$ cat src/rtl/lenet_upsample_pkg.sv
// Shared LeNet definitions used by the upsampler.
//   - default stream-interface widths (pixel width, feature-map size)
//   - counter width shared by the frame counters
//   - state encoding of the upsampler FSM
package lenet_upsample_pkg;

  localparam int LENET_WD    = 3;   // default pixel data width
  localparam int LENET_SIZE  = 12;  // default input row length / row count
  localparam int LENET_CNT_W = 8;   // width of col/rep/row counters

  typedef enum logic [2:0] {
    UPS_IDLE    = 3'd0,
    UPS_CAPTURE = 3'd1,
    UPS_GAP     = 3'd2,
    UPS_REPLAY  = 3'd3,
    UPS_DONE    = 3'd4
  } ups_state_t;

endpackage

$ cat src/rtl/lenet_linebuf.sv
// One-row line buffer for the upsampler.
//   clk     : clock
//   wr_en   : write strobe, writes wr_data to wr_addr
//   wr_addr : write address (0..SIZE-1)
//   wr_data : pixel to store
//   rd_en   : read strobe, loads rd_data from rd_addr
//   rd_addr : read address (0..SIZE-1)
//   rd_data : registered read data, holds while rd_en is low
// Contents are deliberately not reset.
module lenet_linebuf #(
  parameter int WD   = 3,
  parameter int SIZE = 12,
  parameter int AW   = 4
) (
  input  logic          clk,
  input  logic          wr_en,
  input  logic [AW-1:0] wr_addr,
  input  logic [WD-1:0] wr_data,
  input  logic          rd_en,
  input  logic [AW-1:0] rd_addr,
  output logic [WD-1:0] rd_data
);

  logic [WD-1:0] mem [SIZE];

  always_ff @(posedge clk) begin
    if (wr_en) mem[wr_addr] <= wr_data;
    if (rd_en) rd_data <= mem[rd_addr];
  end

endmodule

$ cat src/rtl/lenet_upsample.sv
// Nearest-neighbour 2x upsampler for the LeNet feature-map stream.
// Pass A repeats each incoming pixel twice as it arrives; after a one-cycle
// gap the stored row is replayed (each pixel twice again), giving the
// vertical repeat.
//   i_sclk  : clock
//   i_rstn  : synchronous active-low reset
//   i_vsync : frame start, clears all frame state while high
//   i_hsync : input row window, rising edge marks a row start
//   i_valid : input beat qualifier
//   i_tdata : input pixel
//   o_vsync : i_vsync delayed one cycle
//   o_hsync : output row window
//   o_valid : output beat qualifier
//   o_tdata : output pixel, holds while o_valid is low
//   o_err   : sticky protocol-violation flag
module lenet_upsample
  import lenet_upsample_pkg::*;
#(
  parameter int WD   = LENET_WD,
  parameter int SIZE = LENET_SIZE
) (
  input  logic          i_sclk,
  input  logic          i_rstn,
  input  logic          i_vsync,
  input  logic          i_hsync,
  input  logic          i_valid,
  input  logic [WD-1:0] i_tdata,
  output logic          o_vsync,
  output logic          o_hsync,
  output logic          o_valid,
  output logic [WD-1:0] o_tdata,
  output logic          o_err
);

  localparam int AW = $clog2(SIZE);
  localparam logic [LENET_CNT_W-1:0] SIZE_C   = LENET_CNT_W'(SIZE);
  localparam logic [LENET_CNT_W-1:0] REP_LAST = LENET_CNT_W'(2 * SIZE - 1);

  ups_state_t state_reg, state_next;
  logic [LENET_CNT_W-1:0] col_reg, col_next;
  logic [LENET_CNT_W-1:0] rep_reg, rep_next;
  logic [LENET_CNT_W-1:0] row_reg, row_next;
  logic          dup_reg, dup_next;      // second copy of the last beat pending
  logic          valid_reg, valid_next;
  logic          hsync_reg, hsync_next;
  logic          err_reg, err_next;
  logic          src_lb_reg, src_lb_next; // o_tdata source: 1 = line buffer
  logic [WD-1:0] cap_data_reg, cap_data_next;
  logic          vsync_reg;
  logic          prev_valid_reg;
  logic          prev_hsync_reg;

  logic                   wr_en, rd_en;
  logic [AW-1:0]          wr_addr, rd_addr;
  logic [WD-1:0]          rd_data;
  logic                   too_fast, hs_rise, restart;
  logic [LENET_CNT_W-1:0] base, rep_inc, row_inc;

  lenet_linebuf #(
    .WD   (WD),
    .SIZE (SIZE),
    .AW   (AW)
  ) u_linebuf (
    .clk     (i_sclk),
    .wr_en   (wr_en),
    .wr_addr (wr_addr),
    .wr_data (i_tdata),
    .rd_en   (rd_en),
    .rd_addr (rd_addr),
    .rd_data (rd_data)
  );

  always_comb begin
    state_next    = state_reg;
    col_next      = col_reg;
    rep_next      = rep_reg;
    row_next      = row_reg;
    dup_next      = 1'b0;
    valid_next    = 1'b0;
    hsync_next    = hsync_reg;
    err_next      = err_reg;
    src_lb_next   = src_lb_reg;
    cap_data_next = cap_data_reg;
    wr_en         = 1'b0;
    wr_addr       = '0;
    rd_en         = 1'b0;
    rd_addr       = '0;
    too_fast      = i_valid && prev_valid_reg;
    hs_rise       = i_hsync && !prev_hsync_reg;
    restart       = 1'b0;
    base          = col_reg;
    rep_inc       = rep_reg + 1'b1;
    row_inc       = row_reg + 1'b1;

    case (state_reg)
      UPS_IDLE: begin
        if (i_valid && too_fast) begin
          err_next = 1'b1;
        end else if (i_valid) begin
          wr_en         = 1'b1;
          cap_data_next = i_tdata;
          src_lb_next   = 1'b0;
          valid_next    = 1'b1;
          hsync_next    = 1'b1;
          dup_next      = 1'b1;
          col_next      = 8'd1;
          state_next    = UPS_CAPTURE;
        end
      end

      UPS_CAPTURE: begin
        // A new row start before the row filled: flag it and begin again at col 0.
        restart = hs_rise && (col_reg != '0);
        if (restart) begin
          err_next = 1'b1;
          base     = '0;
          col_next = '0;
        end
        if (i_valid && !too_fast && (base < SIZE_C)) begin
          wr_en         = 1'b1;
          wr_addr       = base[AW-1:0];
          cap_data_next = i_tdata;
          src_lb_next   = 1'b0;
          valid_next    = 1'b1;
          dup_next      = 1'b1;
          col_next      = base + 1'b1;
        end else begin
          if (i_valid) err_next = 1'b1;
          if (dup_reg) begin
            valid_next = 1'b1;
          end else if (base == SIZE_C) begin
            // Row full and its last pair already out: one idle cycle follows.
            hsync_next = 1'b0;
            state_next = UPS_GAP;
          end
        end
      end

      UPS_GAP: begin
        if (i_valid) err_next = 1'b1;
        rd_en       = 1'b1;
        rd_addr     = '0;
        src_lb_next = 1'b1;
        valid_next  = 1'b1;
        hsync_next  = 1'b1;
        rep_next    = '0;
        state_next  = UPS_REPLAY;
      end

      UPS_REPLAY: begin
        if (i_valid) err_next = 1'b1;
        if (rep_reg != REP_LAST) begin
          // Fetch the pixel for the next output slot.
          rd_en      = 1'b1;
          rd_addr    = rep_inc[AW:1];
          valid_next = 1'b1;
          rep_next   = rep_inc;
        end else begin
          hsync_next = 1'b0;
          col_next   = '0;
          row_next   = row_inc;
          state_next = (row_inc == SIZE_C) ? UPS_DONE : UPS_IDLE;
        end
      end

      UPS_DONE: begin
        if (i_valid) err_next = 1'b1;
      end

      default: state_next = UPS_IDLE;
    endcase

    if (i_vsync) begin
      state_next    = UPS_IDLE;
      col_next      = '0;
      rep_next      = '0;
      row_next      = '0;
      dup_next      = 1'b0;
      valid_next    = 1'b0;
      hsync_next    = 1'b0;
      err_next      = 1'b0;
      src_lb_next   = src_lb_reg;
      cap_data_next = cap_data_reg;
      wr_en         = 1'b0;
      rd_en         = 1'b0;
    end
  end

  always_ff @(posedge i_sclk) begin
    if (!i_rstn) begin
      state_reg      <= UPS_IDLE;
      col_reg        <= '0;
      rep_reg        <= '0;
      row_reg        <= '0;
      dup_reg        <= 1'b0;
      valid_reg      <= 1'b0;
      hsync_reg      <= 1'b0;
      err_reg        <= 1'b0;
      src_lb_reg     <= 1'b0;
      cap_data_reg   <= '0;
      vsync_reg      <= 1'b0;
      prev_valid_reg <= 1'b0;
      prev_hsync_reg <= 1'b0;
    end else begin
      state_reg      <= state_next;
      col_reg        <= col_next;
      rep_reg        <= rep_next;
      row_reg        <= row_next;
      dup_reg        <= dup_next;
      valid_reg      <= valid_next;
      hsync_reg      <= hsync_next;
      err_reg        <= err_next;
      src_lb_reg     <= src_lb_next;
      cap_data_reg   <= cap_data_next;
      vsync_reg      <= i_vsync;
      prev_valid_reg <= i_valid;
      prev_hsync_reg <= i_hsync;
    end
  end

  // Both data sources are registers and the select is registered, so o_tdata
  // carries no combinational path from the inputs.
  assign o_tdata = src_lb_reg ? rd_data : cap_data_reg;
  assign o_vsync = vsync_reg;
  assign o_hsync = hsync_reg;
  assign o_valid = valid_reg;
  assign o_err   = err_reg;

endmodule

$ cat config.mk
export PLATFORM = sky130hd
export DESIGN_NAME = lenet_upsample
export DESIGN_NICKNAME = d
export VERILOG_FILES = /design/src/rtl/lenet_upsample_pkg.sv /design/src/rtl/lenet_linebuf.sv /design/src/rtl/lenet_upsample.sv
export SDC_FILE = /design/constraint.sdc
export NUM_CORES = 1
export LEC_CHECK = 0
export CORE_MARGIN = 1.5
export CORE_UTILIZATION = 35
export DETAILED_ROUTE_END_ITERATION = 6
export GPL_TIMING_DRIVEN = 1
export PLACE_DENSITY_LB_ADDON = 0.15
export SLEW_MARGIN = 10
export SYNTH_ARGS = -nofsm -noshare
export SYNTH_HDL_FRONTEND = slang
export SYNTH_SLANG_ARGS = --single-unit
$ cat constraint.sdc
create_clock -name i_sclk -period 5.8 [get_ports i_sclk]
set_input_delay 1.16 -clock i_sclk [delete_from_list [all_inputs] [get_ports i_sclk]]
set_output_delay 1.16 -clock i_sclk [all_outputs]
set_load 0.01 [all_outputs]
==> impl_metrics.tcl <==
set metrics [dict create \
    outcome "complete, no violations" \
    core_um2 10200 \
    yosys.cell_types.count 62 \
    initial_core_util_pct 35.6 \
    crit_family "compound AO/OA/AOI/OAI gates" \
    path_clk_slew_ns 0.08 \
    start_kind "primary input" \
    synth_top_cell_area_share_pct 32.1 \
    wire_per_inst_um 16.8 \
    ys_seq_area_share_pct 53.0 \
    cap_violations 0 \
    cts_tree "yes" \
    synth_fa_ha_area_share_pct 2.06 \
    drtIter0Drc 142 \
    fin_tns_setup_ns 0 \
    crit_top_cell "nand2b_1" \
    cp_slowest_stage_delay_ns 0.50 \
    avgSynthCellArea_um2 10.8 \
    post-synth-top-count-cell "edfxtp_1" \
    ir_drop_mv 0.112 \
    dieArea_um2 11000 \
    grt_pass1_wl_mm 13.4 \
    rsz0062_at_grt "no" \
    hold_buffers 0 \
    final_cells 493 \
    synth_top_family_by_area "simple AND/OR/NAND/NOR gates" \
    worstPathRequired_ns 5.84 \
    criticalPathCategory "primary input to flip-flop" \
    largest_register_ffs 36 \
    regMostFlops "u_linebuf.mem" \
    placement.cell_area_um2 3920 \
    finalCritPeriodShare_pct 57.9 \
    viasPerCell 5.22 \
    cp_slowest_cell "a21boi_1" \
    cts.sinks 77 \
    clk_latency_ns 0.35 \
    cp-end-kind "flip-flop" \
    fin_nets 366 \
    setup_viol 0 \
    fp.dieW_um 105 \
    clock_path_buffers 2 \
    n_antenna_cell 0 \
    drt-total-wl_mm 8.27 \
    netlist_area_um2 3640 \
    worstPathArrival_ns 3.39 \
    max_freq_mhz 298 \
    powerDensity_nw_per_um2 253 \
    grt_antenna_before_repair 0 \
    synth_edf_count 39 \
    io_pins 15 \
    synth-seq-cells 77 \
    post_cts_resized 0 \
    grt_pass1_vias 2493 \
    drc_errors 0 \
    grt_start_max_net_pins 23 \
    async_reset_ff_share_pct 0 \
    dr.pass1.iters 4 \
    drive_gt1_share_pct 8.96 \
    p_leak_nw 1.39 \
    crit_fanout 7 \
    cp_num_buf_inv 2 \
    rows 37 \
    syn_to_final_growth_pct 12.7 \
    synth-simple-area-share_pct 20.0 \
    synthTopCellsByCount "edfxtp_1, dfxtp_1, nor2_1" \
    synth_warnings 0 \
    grt_util_all_layers_pct 15.9 \
    die_h_um 105 \
    maxSlewViolCount 0 \
    design_area_um2 4110 \
    route.vias.total 2574 \
    finalHoldViolCount 0 \
    hpwl_mm 5.80 \
    dp.cells 477 \
    numCtsBuffers 9 \
    cts_setup_buffers 0 \
    synthesis.nets 350 \
    yosys-mux-area-fraction_pct 6.15 \
    maxSlewHeadroom_pct 36.8 \
    ys.flop_type "edfxtp_1" \
    skew_ns 0.00880 \
    htreeDepth 3 \
    path_cells "clkdlybuf4s50_1 -> nand2b_1 -> a21boi_1 -> nand2b_1 -> clkinv_1 -> ha_1 -> o21a_1 -> nor2_1" \
    synth_cells 336 \
    port_buffers 14 \
    grt_overflow 0 \
    synth_compound_area_share_pct 13.3 \
    synth_xor_area_share_pct 3.37 \
    hold_path.class "flip-flop to flip-flop" \
    gp_congestion 0.805 \
    cts_root_buf "clkbuf_8" \
    worst_pin_slew_ns 0.948 \
    fin_crit_ns 3.36 \
    netlist_top_cells_area "edfxtp_1, dfxtp_1, mux2i_1" \
    drtAntennaViolNets 0 \
    yosys.area.top_type "edfxtp_1" \
]
## placed cells by master (no fill, tap or decap), types with 7 or more instances in the layout
| master | instances |
|---|---|
| a21oi_1 | 16 |
| inv_1 | 7 |
| clkbuf_8 | 9 |
| dfxtp_1 | 38 |
| edfxtp_1 | 39 |
| xor2_1 | 8 |
| nand3_1 | 8 |
| clkdlybuf4s50_1 | 14 |
| and2_1 | 8 |
| a211oi_1 | 7 |
| nor2b_1 | 9 |
| nor2_1 | 37 |
| nand2_1 | 20 |
| mux2i_1 | 19 |
## report_power, final
group | leakage [nW] | internal, mW | switching [mW]
clock | 0.0965 | 0.196 | 0.206
sequential | 0.659 | 0.576 | 0.00500
combinational | 0.631 | 0.0240 | 0.0314
## final timing paths
| check | start | endpoint | slack (ns) | cells after the start |
|---|---|---|---|---|
| worst max register to register | rep_reg[0] | u_linebuf.rd_data[2] | 3.06 | 6 |
| worst min-delay path | o_err | o_err | 0.45 | 2 |
| worst min register to register | o_err | o_err | 0.45 | 2 |
| worst max-delay path | i_hsync | u_linebuf.mem[4][0] | 2.44 | 8 |
## metrics by stage
stage / power (mW) / utilization [%] / hold slack (ns) / setup slack (ns)
4_1_cts: 1.05 / 40.1 / 0.452 / 2.42
2_1_floorplan: 0.623 / - / 0.449 / 2.82
6_report: 1.04 / 40.1 / 0.447 / 2.44
5_1_grt: 1.08 / 40.1 / 0.501 / 2.22
3_5_place_dp: 0.649 / 38.3 / 0.442 / 2.02
3_3_place_gp: 0.649 / 38.3 / 0.435 / 2.08
## tightest hold or removal path, stage by stage, from the launching register on
cell and delay (ns):
dfxtp_1 0.31, inv_1 0.05, a21oi_1 0.05
## logic make-up (layout without fill, tap and decap cells)
| kind of cell | after synthesis | after routing |
|---|---|---|
| and+or+nand+nor | 131 | 131 |
| DFF | 77 | 77 |
| AOI/OAI and AO/OA | 68 | 68 |
| adders and majority gates | 6 | 6 |
| xor gates and xnor gates | 14 | 14 |
| buffers and inverters | 18 | 39 |
| muxes | 22 | 22 |
## routing by layer
| metal | part of all wire (%) | vias up | global-route usage, % | wire length (um) |
|---|---|---|---|---|
| met4 | 2.1 | 0 | 7.44 | 172 |
| met3 | 3.5 | 17 | 3.49 | 287 |
| met5 | 0 | - | 0 | 0 |
| met2 | 45 | 52 | 24.0 | 3740 |
| met1 | 49 | 1228 | 21.7 | 4060 |
| li1 | - | 1277 | - | - |
## area by class of cell
type	count	area (um^2)
fillers	997	6130
flip-flops and latches	77	1930
clock inverters	7	66.3
clock buffers	9	124
well taps	136	170
inverters	8	30.0
repair buffers	15	148
multi-input cells	241	1640
Power figures use the tool's default switching activity.
